File: src/rtl/rle_pkg.sv
// rle_pkg: shared constants, entry layout, FSM state type and byte builders for rle_run_packer.
// RLE_PACK_CHECKSUM_EN adds the CSUM state to the enum.
package rle_pkg;

  localparam logic [7:0]  RLE_HDR = 8'hFF;
  localparam logic [7:0]  RLE_FTR = 8'hFE;
  localparam int unsigned ENTRY_W = 12;
  localparam int unsigned END_BIT = 11;
  localparam int unsigned PIX_BIT = 10;

  typedef enum logic [2:0] {
    ST_IDLE,
    ST_HDR,
    ST_RUN_HI,
    ST_RUN_LO,
    ST_FOOT
`ifdef RLE_PACK_CHECKSUM_EN
    , ST_CSUM
`endif
  } state_e;

  // Run bytes keep bit7 clear so they can never alias the frame markers.
  function automatic logic [7:0] run_hi(input logic pix, input logic [5:0] len_hi);
    return {1'b0, pix, len_hi};
  endfunction

  function automatic logic [7:0] run_lo(input logic [3:0] len_lo);
    return {4'b0000, len_lo};
  endfunction

endpackage

File: src/rtl/rle_sync_fifo.sv
// rle_sync_fifo: single-clock FIFO with registered level and a zero-latency head peek.
module rle_sync_fifo #(
  parameter int unsigned WIDTH = 12,
  parameter int unsigned DEPTH = 16
) (
  input  logic                   clk_i,
  input  logic                   rst_ni,
  input  logic                   push_i,
  input  logic [WIDTH-1:0]       data_i,
  input  logic                   pop_i,
  output logic [WIDTH-1:0]       head_o,
  output logic                   empty_o,
  output logic [$clog2(DEPTH):0] level_o
);
  localparam int unsigned AW = $clog2(DEPTH);

  logic [WIDTH-1:0] mem_q [DEPTH];
  logic [AW-1:0]    wr_ptr_q, rd_ptr_q;
  logic [AW:0]      level_q;
  logic             do_push, do_pop;

  // A push at full is still taken when the head leaves in the same cycle.
  assign do_pop  = pop_i && (level_q != '0);
  assign do_push = push_i && ((level_q != (AW + 1)'(DEPTH)) || do_pop);

  always_ff @(posedge clk_i) begin
    if (do_push) mem_q[wr_ptr_q] <= data_i;
  end

  always_ff @(posedge clk_i or negedge rst_ni) begin
    if (!rst_ni) begin
      wr_ptr_q <= '0;
      rd_ptr_q <= '0;
      level_q  <= '0;
    end else begin
      if (do_push) wr_ptr_q <= wr_ptr_q + 1'b1;
      if (do_pop)  rd_ptr_q <= rd_ptr_q + 1'b1;
      level_q <= level_q + (AW + 1)'(do_push) - (AW + 1)'(do_pop);
    end
  end

  assign head_o  = mem_q[rd_ptr_q];
  assign empty_o = (level_q == '0);
  assign level_o = level_q;

endmodule

File: src/rtl/rle_run_packer.sv
// rle_run_packer: queues {pix,len} runs and serialises them as 0xFF ... 0xFE framed bytes.
// Define RLE_PACK_CHECKSUM_EN to append a 7-bit XOR checksum of the run bytes after the footer.
module rle_run_packer
  import rle_pkg::*;
#(
  parameter int unsigned DEPTH = 16,
  parameter int unsigned LEN_W = 10
) (
  input  logic                   CLK,
  input  logic                   reset_n,
  input  logic                   run_valid,
  input  logic                   run_pix,
  input  logic [LEN_W-1:0]       run_len,
  input  logic                   im_end,
  output logic [7:0]             tx_data,
  output logic                   tx_valid,
  input  logic                   tx_ready,
  output logic                   overflow,
  output logic [$clog2(DEPTH):0] fifo_level
);
  localparam int unsigned LW = $clog2(DEPTH) + 1;

  state_e             state_q, state_d;
  logic               pending_end_q, pending_end_d;
  logic               overflow_q, overflow_d;
  logic [ENTRY_W-1:0] head, push_data;
  logic               fifo_empty, push_en, pop;
  logic               run_req, run_push, end_req, hdr_acc;

  assign run_req  = run_valid && (run_len != '0);
  assign run_push = run_req && (fifo_level < LW'(DEPTH - 1));
  assign end_req  = im_end || pending_end_q;
  assign hdr_acc  = tx_valid && tx_ready && (state_q == ST_HDR);

  // Runs stop one slot short of full so an end marker always finds room;
  // an end colliding with a run push waits one cycle in pending_end.
  always_comb begin
    push_en       = 1'b0;
    push_data     = '0;
    pending_end_d = pending_end_q;
    overflow_d    = overflow_q;
    if (run_push) begin
      push_en       = 1'b1;
      push_data     = {1'b0, run_pix, run_len};
      pending_end_d = end_req;
    end else if (end_req) begin
      if ((fifo_level != LW'(DEPTH)) || pop) begin
        push_en       = 1'b1;
        push_data     = {1'b1, {(ENTRY_W - 1){1'b0}}};
        pending_end_d = 1'b0;
      end else begin
        pending_end_d = 1'b1;
      end
    end
    if (run_req && !run_push) overflow_d = 1'b1;
    else if (hdr_acc)         overflow_d = 1'b0;
  end

  rle_sync_fifo #(
    .WIDTH(ENTRY_W),
    .DEPTH(DEPTH)
  ) u_fifo (
    .clk_i  (CLK),
    .rst_ni (reset_n),
    .push_i (push_en),
    .data_i (push_data),
    .pop_i  (pop),
    .head_o (head),
    .empty_o(fifo_empty),
    .level_o(fifo_level)
  );

`ifdef RLE_PACK_CHECKSUM_EN
  logic [6:0] csum_q, csum_d;
`endif

  always_comb begin
    state_d  = state_q;
    tx_valid = 1'b0;
    tx_data  = '0;
    pop      = 1'b0;
    case (state_q)
      ST_IDLE: if (!fifo_empty) state_d = ST_HDR;
      ST_HDR: begin
        tx_valid = 1'b1;
        tx_data  = RLE_HDR;
        if (tx_ready) state_d = ST_RUN_HI;
      end
      ST_RUN_HI: begin
        if (!fifo_empty) begin
          if (head[END_BIT]) begin
            pop     = 1'b1;
            state_d = ST_FOOT;
          end else begin
            tx_valid = 1'b1;
            tx_data  = run_hi(head[PIX_BIT], head[9:4]);
            if (tx_ready) state_d = ST_RUN_LO;
          end
        end
      end
      ST_RUN_LO: begin
        tx_valid = 1'b1;
        tx_data  = run_lo(head[3:0]);
        if (tx_ready) begin
          pop     = 1'b1;
          state_d = ST_RUN_HI;
        end
      end
      ST_FOOT: begin
        tx_valid = 1'b1;
        tx_data  = RLE_FTR;
`ifdef RLE_PACK_CHECKSUM_EN
        if (tx_ready) state_d = ST_CSUM;
      end
      ST_CSUM: begin
        tx_valid = 1'b1;
        tx_data  = {1'b0, csum_q};
`endif
        if (tx_ready) state_d = ST_IDLE;
      end
      default: state_d = ST_IDLE;
    endcase
  end

`ifdef RLE_PACK_CHECKSUM_EN
  always_comb begin
    csum_d = csum_q;
    if (hdr_acc) begin
      csum_d = '0;
    end else if (tx_valid && tx_ready &&
                 ((state_q == ST_RUN_HI) || (state_q == ST_RUN_LO))) begin
      csum_d = csum_q ^ tx_data[6:0];
    end
  end

  always_ff @(posedge CLK or negedge reset_n) begin
    if (!reset_n) csum_q <= '0;
    else          csum_q <= csum_d;
  end
`endif

  always_ff @(posedge CLK or negedge reset_n) begin
    if (!reset_n) begin
      state_q       <= ST_IDLE;
      pending_end_q <= 1'b0;
      overflow_q    <= 1'b0;
    end else begin
      state_q       <= state_d;
      pending_end_q <= pending_end_d;
      overflow_q    <= overflow_d;
    end
  end

  assign overflow = overflow_q;

endmodule

File: config.mk
export PLATFORM = sky130hd
export DESIGN_NAME = rle_run_packer
export DESIGN_NICKNAME = d
export VERILOG_FILES = /design/src/rtl/rle_pkg.sv /design/src/rtl/rle_sync_fifo.sv /design/src/rtl/rle_run_packer.sv
export SDC_FILE = /design/constraint.sdc
export NUM_CORES = 1
export LEC_CHECK = 0
export BUFFER_PORTS_ARGS = -buffer_cell sky130_fd_sc_hd__clkbuf_2
export CAP_MARGIN = 30
export CORE_MARGIN = 2
export CORE_UTILIZATION = 65
export CTS_BUF_LIST = sky130_fd_sc_hd__clkbuf_8
export DETAILED_ROUTE_END_ITERATION = 16
export MAX_ROUTING_LAYER = met4
export PLACE_DENSITY = 0.83
export SLEW_MARGIN = 20
export SYNTH_ARGS = -nofsm -noshare
export SYNTH_HDL_FRONTEND = slang
export SYNTH_SLANG_ARGS = --single-unit
File: constraint.sdc
create_clock -name CLK -period 9.1 [get_ports CLK]
set_input_delay 0.455 -clock CLK [delete_from_list [all_inputs] [get_ports CLK]]
set_output_delay 0.455 -clock CLK [all_outputs]
set_load 0.01 [all_outputs]
**Yosys cells after proc, flatten, opt, wreduce, memory -nomap -nowiden**

Memory sizes are Yosys's and may differ from the RTL's.
Cells that the tools add are included.

- Input port bits: 16
- Bits in writable memories: 192
- Bits in registers: 18
- Output and inout bits: 15
- Memories kept: 1
- Word-level logic and storage cells: 72

Memory list:

| memory | words | width | read ports | clocked after memory_dff | write ports | RTL line | RTL |
|---|---|---|---|---|---|---|---|
| u_fifo.mem_q | 16 | 12 | 1 | 0 | 1 | rle_sync_fifo.sv:17 | `logic [WIDTH-1:0] mem_q [DEPTH];` |

- $add $sub $neg: 4
- Reductions and logical operators: 20
- Muxes and demuxes: 30
- $lt $le $gt $ge: 1
- Equal/unequal tests: 10

Operators with widths:

| operator | number |
|---|---|
| 12-bit 2-to-1 mux | 3 |
| 8-bit case mux with 4 select lines | 1 |
| 3-bit 2-to-1 mux | 6 |
| 1-bit 2-to-1 mux | 15 |
| 7-bit 2-to-1 mux | 2 |
| 3-bit case mux with 4 select lines | 1 |
| 10-bit nonzero test | 1 |
| 4-bit by 1-bit adder with 4-bit output, second input constant | 2 |
| 1-bit logical AND | 7 |
| 3-bit by 2-bit == test with 1-bit output, second input constant | 2 |
| 2-bit != test, second input constant | 3 |
| 5-bit by 1-bit adder with 5-bit output | 1 |
| 5-bit logical NOT | 1 |
| 5-bit by 4-bit < comparator with 1-bit output, second input constant | 1 |
| 5-bit != test, second input constant | 1 |
| 5-bit AND reduction | 1 |
| 5-bit nonzero test | 1 |
| 5-bit by 1-bit subtractor with 5-bit output | 1 |
| 1-bit case mux with 2 select lines | 2 |
| 2-bit nonzero test | 2 |
| 3-bit by 1-bit == test with 1-bit output, second input constant | 1 |
| 3-bit == test, second input constant | 1 |
| 3-bit logical NOT | 1 |
| 1-bit logical OR | 3 |
| other kinds (5) | 5 |

**Longest topological paths before layout**

Gate-level depths: netlist of run 1.
An unclocked memory read counts as a cell.

- Depth in word-level cells: 11
- Depth in mapped cells: 19

**Hierarchy**

Synthesis of run 1 repeated with hierarchy kept, for this count alone.

- Cell total of the unflattened synthesis: 497
- Area, all modules: 8688.3 um2

Modules (own cells, without submodules):

| module | seq. area each (um2) | cells each | area an instance (um2) | times used |
|---|---|---|---|---|
| rle_sync_fifo | 6090.8 | 434 | 8181.6 | 1 |
| rle_run_packer | 125.1 | 63 | 506.7 | 1 |

**Worst setup path after synthesis of run 1**

No wires, ideal clock.

- Path type: register to register
- From: register u_fifo.level_q[2] (netlist: u_fifo.level_o[2])
- To: register u_fifo.level_q[4] (netlist: u_fifo.level_o[4])
- Cell stages (with the launch flop): 20
- Buffers on the path: 2
- Data required time: 8.978 ns
- Arrival time: 3.280 ns
- Period minus slack after synthesis: 3.402 ns
- Slack: 5.698 ns
- Cell sequence: dfrtp_1 inv_1 ha_1 or4b_4 buf_6 and3_4 buf_6 and3_4 o31ai_4 inv_1 ha_1 inv_1 ha_1 inv_1 fa_1 inv_1 a21oi_1 nor2_1 nor2_1 xnor2_1

- Word-level cells in the longest chain between the ends: 10

RTL lines:

| item | RTL line | RTL |
|---|---|---|
| start: declaration | rle_sync_fifo.sv:19 | `logic [AW:0] level_q;` |
| start signal: assignment | rle_sync_fifo.sv:38 | `level_q <= level_q + (AW + 1)'(do_push) - (AW + 1)'(do_pop);` |
| 5-bit logical NOT | rle_sync_fifo.sv:43 | `assign empty_o = (level_q == '0);` |
| 1-bit 2-to-1 mux | rle_run_packer.sv:90 | `if (!fifo_empty) begin` |
| 1-bit case mux with 2 select lines | rle_run_packer.sv:82 | `case (state_q)` |
| 1-bit logical OR | rle_run_packer.sv:47 | `if ((fifo_level != LW'(DEPTH)) \|\| pop) begin` |
| 1-bit 2-to-1 mux | rle_run_packer.sv:47 |  |
| 1-bit 2-to-1 mux | rle_run_packer.sv:46 | `end else if (end_req) begin` |
| 1-bit 2-to-1 mux | rle_run_packer.sv:42 | `if (run_push) begin` |
| 1-bit logical AND | rle_sync_fifo.sv:24 | `assign do_push = push_i && ((level_q != (AW + 1)'(DEPTH)) \|\| do_pop);` |
| 5-bit by 1-bit adder with 5-bit output | rle_sync_fifo.sv:38 |  |
| 5-bit by 1-bit subtractor with 5-bit output * | rle_sync_fifo.sv:38 |  |

Mark *: on every way between the ends. The rest lies on a longest branch, timed or not.
A chain may end at the register's enable or synchronous reset.

**Worst setup path after layout of run 1**

- From: register u_fifo.rd_ptr_q[0]
- To: output tx_data[1]

- Word-level cells in the longest chain between the ends: 4

RTL lines:

| item | RTL line | RTL |
|---|---|---|
| start: declaration | rle_sync_fifo.sv:18 | `logic [AW-1:0] wr_ptr_q, rd_ptr_q;` |
| start signal: assignment | rle_sync_fifo.sv:37 | `if (do_pop) rd_ptr_q <= rd_ptr_q + 1'b1;` |
| memory read 16 x 12 bit * | n/a |  |
| 7-bit 2-to-1 mux | rle_run_packer.sv:91 | `if (head[END_BIT]) begin` |
| 7-bit 2-to-1 mux | rle_run_packer.sv:90 |  |
| 8-bit case mux with 4 select lines * | rle_run_packer.sv:82 |  |
| end: declaration | rle_run_packer.sv:15 | `output logic [7:0] tx_data,` |

Marked as above.

==> run summary, run 1 <==
Slew Limit Headroom - 34.0%
Yosys reg bits - 210
share of layout cells above drive strength 1 - 24.4%
number of global-route vias before repair - 5216
drt drc - 0
Data required, critical path - 8.65 ns
Max Fclk - 0.221 GHz
kind of critical path - reg -> out
wirelength, routed - 19.4 mm
Mapped Area - 0.00895 sq mm
post-synthesis sequential area ratio - 69.4%
Setup TNS - 0 ns
Die Y-Extent - 121 um
TritonCTS clock tree - yes
Post-synth EDFFs - 192
worst-margin pin slew - 0.989 ns
Hold Violations, Final - 0
vias per cell - 6.71
number of port buffers - 30
first-pass GRT wire length - 29.2 mm
initial antenna violation count - 0
Root Driver - clkbuf_8
starting DRC count in detailed routing - 549
Final setup viols - 0
cts bufs inserted - 31
worst clock skew - 0.0133 ns
placed standard-cell area - 0.00933 sq mm
CP arrival - 4.07 ns
RSZ-0062 raised after global routing - false
worst skew pair latency - 0.57 ns
n_diodes - 0
Placer Congestion - 0.875
CORE AREA - 0.0133 sq mm
starting density of the core - 67.1%
R2R setup slack - 4.82 ns
Synth Warn # - 0
Critical Path Fanout Max - 38
Die X - 121 um
Global Route Usage Sum - 28.2%
power per standard cell area - 331 mW/mm^2
Syn Area/Cell - 17.2 sq um
Crit. End Element - output pin
final instance area - 0.00987 sq mm
Die Area - 0.0147 sq mm
Avg WL per Cell - 25.2 um
maximum vdd drop - 0.179 mV
fin nets - 603
CTS sink count - 210
total number of vias - 5171
max cap viols - 0
Yosys cell types - 60
CTS H-tree lvls - 1
Syn Nets - 550
worst min path class - in -> reg
Max Slew Vio Count - 0
Synth-to-Final Area Change - 10.2%
Lkg Pwr - 3.54 nW
CP Launch Type - flop
DP Wirelength - 11.9 mm
first drt pass iteration count - 5
FFs w/ async S/R, synth - 8.57%
Worst-path clk slew - 0.06 ns
io pins - 31
Synth Instances - 520
pin count of the biggest net entering global routing - 42
Rows - 42
Max Root-Sink Buffers - 3
ys flop type - edfxtp_1
GRT overflow - 0
outcome - finished clean
ANT nets after route - 0
Tmin final - 4.53 ns
crit share post-route - 49.8%
postcts setup bufs - 0
[layout by cell type, fill, tap and decap left out, types with 3 or more instances in the layout]
| cell type | Yosys | routed |
|---|---|---|
| a2111oi_0 | 3 | 3 |
| a21oi_1 | 4 | 4 |
| a221o_1 | 3 | 3 |
| a221oi_1 | 10 | 10 |
| and3_1 | 13 | 13 |
| buf_4 | 6 | 17 |
| clkbuf_2 | 0 | 30 |
| clkbuf_8 | 0 | 31 |
| clkinv_1 | 0 | 8 |
| dfrtp_1 | 18 | 17 |
| edfxtp_1 | 192 | 192 |
| ha_1 | 13 | 13 |
| inv_1 | 17 | 31 |
| mux2_2 | 4 | 4 |
| mux2i_1 | 22 | 22 |
| mux4_2 | 39 | 39 |
| nand2_1 | 13 | 13 |
| nand3_1 | 24 | 24 |
| nand4_1 | 5 | 5 |
| nor2_1 | 24 | 18 |
| nor2_2 | 0 | 6 |
| nor2b_1 | 6 | 6 |
| nor3_1 | 7 | 3 |
| nor3_2 | 0 | 4 |
| o211ai_1 | 8 | 8 |
| o21a_1 | 5 | 5 |
| o21ai_0 | 15 | 15 |
| xnor2_1 | 5 | 5 |
[registers in the layout, summed over array words and instances (netlist names)]
name,count
overflow,1
pending_end_q,1
state_q,3
u_fifo.level_o,5
u_fifo.mem_q,192
u_fifo.rd_ptr_q,4
u_fifo.wr_ptr_q,4
[metrics by stage]
| stage | setup WS, ns | util, % | power [W] | std cells | hold WS (ns) |
|---|---|---|---|---|---|
| after floorplan | 5.70 | - | 0.00226 | 520 | 0.159 |
| after global placement | 4.81 | 69.8 | 0.00257 | 713 | 0.417 |
| after detailed placement | 4.69 | 69.9 | 0.00262 | 714 | 0.425 |
| after CTS | 4.54 | 73.9 | 0.00327 | 770 | 0.183 |
| after global routing | 4.28 | 74.0 | 0.00342 | 771 | 0.229 |
| final | 4.57 | 74.0 | 0.00327 | 771 | 0.212 |
[power by group]
| part | total [W] | switching, W | internal, W | leakage [nW] |
|---|---|---|---|---|
| logic | 0.00124 | 0.000735 | 0.000506 | 1.23 |
| registers | 0.00138 | 0.000108 | 0.00127 | 1.99 |
| clock network | 0.000647 | 0.000331 | 0.000315 | 0.320 |
| total | 0.00327 | 0.00117 | 0.00210 | 3.54 |
[path summary, 6_finish.rpt]
path,startpoint,cells past startpoint,to
max in group asynchronous,reset_n,2,u_fifo.rd_ptr_q[0]$_DFFE_PN0N_
worst max register to register,u_fifo.rd_ptr_q[0]$_DFFE_PN0N_,16,u_fifo.level_o[4]$_DFF_PN0_
worst min-delay path,tx_ready,2,state_q[2]$_DFFE_PN0P_
worst max-delay path,u_fifo.rd_ptr_q[0]$_DFFE_PN0N_,7,tx_data[1]
worst min register to register,state_q[2]$_DFFE_PN0P_,1,state_q[1]$_DFFE_PN0P_
min in group asynchronous,reset_n,2,u_fifo.level_o[0]$_DFF_PN0_
[timing repair]
action,CTS,global route
resized for setup,0,0
hold endpoints to repair,18,0
hold buffers,1,0
[metal layers]
| layer | GRT usage [%] | part of all wire, % | up-vias | routed length (um) |
|---|---|---|---|---|
| li1 | - | - | 2205 | - |
| met1 | 36.1 | 37 | 2597 | 7260 |
| met2 | 45.5 | 51 | 306 | 9830 |
| met3 | 4.14 | 7.7 | 63 | 1500 |
| met4 | 13.1 | 4.2 | 0 | 813 |
| met5 | - | 0 | - | 0 |
[cell families after synthesis]
logic type,count (synthesis),synth area share (%)
adders and majority gates,14,2.04
xor gates and xnor gates,6,0.587
buffers and inverters,46,2.57
DFF,210,69.4
muxes,66,12.9
and+or+nand+nor,109,6.51
AOI/OAI and AO/OA,69,5.98
[worst max-delay path, stage by stage, from the launching register on]
cell and delay, ns:
dfrtp_4 0.67, buf_4 0.68, mux4_2 0.58, or2_1 0.26
a2bb2oi_1 0.57, nand2_1 0.27, o2bb2ai_1 0.28, clkbuf_2 0.18
[cells in the mapped netlist, types with 10 or more instances]
master / number / area, sq um
a221oi_1: 10 / 87.6
and3_1: 13 / 81.3
clkbuf_1: 11 / 41.3
dfrtp_1: 18 / 450
edfxtp_1: 192 / 5770
ha_1: 13 / 163
inv_1: 17 / 63.8
mux2i_1: 22 / 220
mux4_2: 39 / 878
nand2_1: 13 / 48.8
nand3_1: 24 / 120
nor2_1: 24 / 90.1
o21ai_0: 15 / 75.1
[area by class of cell]
| class | count | area (sq um) |
|---|---|---|
| inverter | 17 | 63.8 |
| tap | 176 | 220 |
| multi-input combinational | 264 | 2540 |
| sequential | 210 | 6220 |
| clock inverter | 24 | 98.8 |
| timing repair buffer | 49 | 299 |
| fill | 770 | 3480 |
| clock buffer | 31 | 427 |
Power figures use the tool's default switching activity.
==> run 2: changes to the inputs <==
--- a/config.mk
+++ b/config.mk
@@ -8,11 +8,11 @@
 export BUFFER_PORTS_ARGS = -buffer_cell sky130_fd_sc_hd__clkbuf_2
 export CAP_MARGIN = 30
 export CORE_MARGIN = 2
-export CORE_UTILIZATION = 65
+export CORE_UTILIZATION = 58
 export CTS_BUF_LIST = sky130_fd_sc_hd__clkbuf_8
 export DETAILED_ROUTE_END_ITERATION = 16
 export MAX_ROUTING_LAYER = met4
-export PLACE_DENSITY = 0.83
+export PLACE_DENSITY = 0.78
 export SLEW_MARGIN = 20
 export SYNTH_ARGS = -nofsm -noshare
 export SYNTH_HDL_FRONTEND = slang
==> constraint.sdc (replaced) <==
create_clock -name CLK -period 3.9 [get_ports CLK]
set_input_delay 0.195 -clock CLK [delete_from_list [all_inputs] [get_ports CLK]]
set_output_delay 0.195 -clock CLK [all_outputs]
set_load 0.01 [all_outputs]
==> run 2 against run 1 <==
Utilization decreased by 7.2 points. Largest cell class unchanged. Clock power increased to 2.7 times the previous value. Via count hardly changed. Largest power group unchanged. Highest routed layer unchanged. Critical endpoint is now u_fifo.level_o[4]$_DFF_PN0_. Sequential share of layout area down 1.5 points.
==> run summary, run 2 (synthesis results as in run 1) <==
outcome - finished clean
CP delay by family, top - simple AND/OR/NAND/NOR gates
pin count of the biggest net entering global routing - 22 (-48%)
cell count after placement - 741 (+3.8%)
DP Wirelength - 12.9 mm (+8.2%)
Max Fclk - 0.282 GHz
crit path from - u_fifo.level_o[2]$_DFF_PN0_
number of global-route vias before repair - 5124 (-1.8%)
final setup margin - 0.359 ns (-4.21 ns)
worst skew pair latency - 0.52 ns (-0.05 ns)
Die X - 128 um (+5.7%)
postcts setup bufs - 0 (unchanged)
max cap viols - 0 (unchanged)
most frequent cells in the layout - edfxtp_1, mux4_2, clkbuf_8
ANT nets after route - 0 (unchanged)
WP buf/inv - 5 (+3)
share of layout cells above drive strength 1 - 26.4% (+2.0 points)
Critical Path Fanout Max - 7 (-82%)
Crit. End Element - flop
initial antenna violation count - 0 (unchanged)
crit share post-route - 90.8%
Lkg Pwr - 3.66 nW (+3.4%)
most frequent CP cell - inv_1
post-place setup slack - 0.417 ns (-4.27 ns)
Worst Hold Slack - 0.0863 ns (-0.126 ns)
wirelength, routed - 20.0 mm (+3.3%)
first-pass GRT wire length - 30.3 mm (+3.6%)
Die Area - 0.0164 sq mm (+12%)
slowest stage delay, CP - 0.54 ns (-0.14 ns)
Data required, critical path - 4.30 ns (-4.35 ns)
io pins - 31 (unchanged)
worst min path class - in -> reg
worst-margin pin slew - 0.699 ns (-0.289 ns)
Rows - 45 (+7.1%)
Synth-to-Final Area Change - 12.9%
Tmin final - 3.54 ns
Final setup viols - 0 (unchanged)
crit-path cells - inv_1 > ha_1 > or4b_4 > nand3_1 > nor3_1 > o31ai_4 > inv_1 > ha_1 > inv_1 > ha_1 > inv_1 > fa_1 > inv_1 > a21oi_1 > nor2_1 > nor2_1 > xnor2_1
kind of critical path - reg -> reg
number of flip-flops in the largest register - 192 (unchanged)
critical path's slowest cell - or4b_4
CTS H-tree lvls - 2 (+1)
CTS sink count - 210 (unchanged)
power per standard cell area - 789 mW/mm^2 (+140%)
Setup TNS - 0 ns (unchanged)
final non-filler cell total - 802 (+4.0%)
Placer Congestion - 0.892 (+1.9%)
Reg with most FFs - u_fifo.mem_q
maximum vdd drop - 0.353 mV (+97%)
Max Root-Sink Buffers - 3 (unchanged)
first drt pass iteration count - 7 (+2)
total number of vias - 5176 (+0.097%)
Global Route Usage Sum - 26.1% (-2.1 points)
Hold Violations, Final - 0 (unchanged)
Slew Limit Headroom - 53.3% (+19 points)
CP Launch Type - flop
GRT overflow - 0 (unchanged)
Die Y-Extent - 128 um (+5.7%)
RSZ-0062 raised after global routing - false
post-CTS sizing - 0 (unchanged)
Max Slew Vio Count - 0 (unchanged)
hold path start - im_end
CP arrival - 3.94 ns (-0.13 ns)
cts bufs inserted - 35 (+13%)
starting DRC count in detailed routing - 532 (-3.1%)
CORE AREA - 0.0151 sq mm (+13%)
Worst-path clk slew - 0.06 ns (about the same)
number of port buffers - 30 (unchanged)
drt drc - 0 (unchanged)
TritonCTS clock tree - yes
Avg WL per Cell - 25.0 um (-0.74%)
CTS Hold Bufs - 2 (+1)
reg-to-reg startpoint - u_fifo.level_o[2]$_DFF_PN0_
fin nets - 622 (+3.2%)
worst clock skew - 0.0147 ns (+0.00138 ns)
Root Driver - clkbuf_8
vias per cell - 6.45 (-3.8%)
starting density of the core - 59.1% (-8.0 points)
commonest non-fill, non-tap cell in the layout - edfxtp_1
n_diodes - 0 (unchanged)
-- run 2: cell types whose count changed in the layout (fill, tap and decap cells not counted) --
cell | previous run | this run
inv_6 | 0 | 2
buf_12 | 0 | 2
clkbuf_8 | 31 | 36
clkinv_2 | 1 | 2
inv_8 | 1 | 0
dlygate4sd3_1 | 1 | 2
buf_6 | 1 | 0
bufinv_16 | 0 | 1
clkinv_1 | 8 | 6
buf_4 | 17 | 30
nor2_2 | 6 | 0
inv_1 | 31 | 28
nor2_1 | 18 | 24
clkinvlp_4 | 0 | 1
-- run 2: worst reg2reg max path, stage by stage (launching register included) --
cell	delay, ns
dfrtp_1	0.41
inv_1	0.09
ha_1	0.19
or4b_4	0.54
nand3_1	0.29
nor3_1	0.18
o31ai_4	0.32
inv_1	0.08
ha_1	0.27
inv_1	0.06
ha_1	0.15
inv_1	0.05
fa_1	0.40
inv_1	0.07
a21oi_1	0.06
nor2_1	0.09
nor2_1	0.06
xnor2_1	0.12
-- run 2: final cells by class --
| cell class | instances | area, sq um |
|---|---|---|
| Sequential cell | 210 | 6220 |
| Fill cell | 968 | 5040 |
| Multi-Input combinational cell | 264 | 2530 |
| Clock buffer | 36 | 495 |
| Timing Repair Buffer | 64 | 435 |
| Tap cell | 188 | 235 |
| Clock inverter | 23 | 129 |
| Inverter | 17 | 63.8 |
-- run 2: final timing paths --
check,endpoint,slack [ns],depth (start not counted)
setup / recovery,u_fifo.level_o[4]$_DFF_PN0_,0.36,17
hold / removal,pending_end_q$_DFFE_PN0P_,0.09,4
setup reg to reg,u_fifo.level_o[4]$_DFF_PN0_,0.36,17
hold reg to reg,state_q[1]$_DFFE_PN0P_,0.50,1
max in group asynchronous,u_fifo.rd_ptr_q[0]$_DFFE_PN0N_,3.34,2
min in group asynchronous,u_fifo.wr_ptr_q[1]$_DFFE_PN0P_,0.18,2
-- run 2: layer usage --
layer | up-vias | routed length, um | track usage (%)
met1 | 2610 | 8160 | 35.3
met4 | 0 | 700 | 11.5
met5 | - | 0 | -
met2 | 274 | 9520 | 38.8
met3 | 53 | 1660 | 5.76
li1 | 2239 | - | -
-- run 2: through the flow --
| step | area, sq um | utilization, % | power [W] |
|---|---|---|---|
| 2_1_floorplan | 8950 | - | 0.00527 |
| 3_3_place_gp | 9460 | 62.5 | 0.00612 |
| 3_5_place_dp | 9460 | 62.5 | 0.00622 |
| 4_1_cts | 10100 | 66.7 | 0.00797 |
| 5_1_grt | 10100 | 66.7 | 0.00836 |
| 6_report | 10100 | 66.7 | 0.00797 |
-- run 2: power by group --
part           internal [W]  switching [W]  leakage (nW)
Clock              0.000925       0.000830         0.358
Combinational       0.00125        0.00174          1.31
Sequential          0.00297       0.000260          1.99
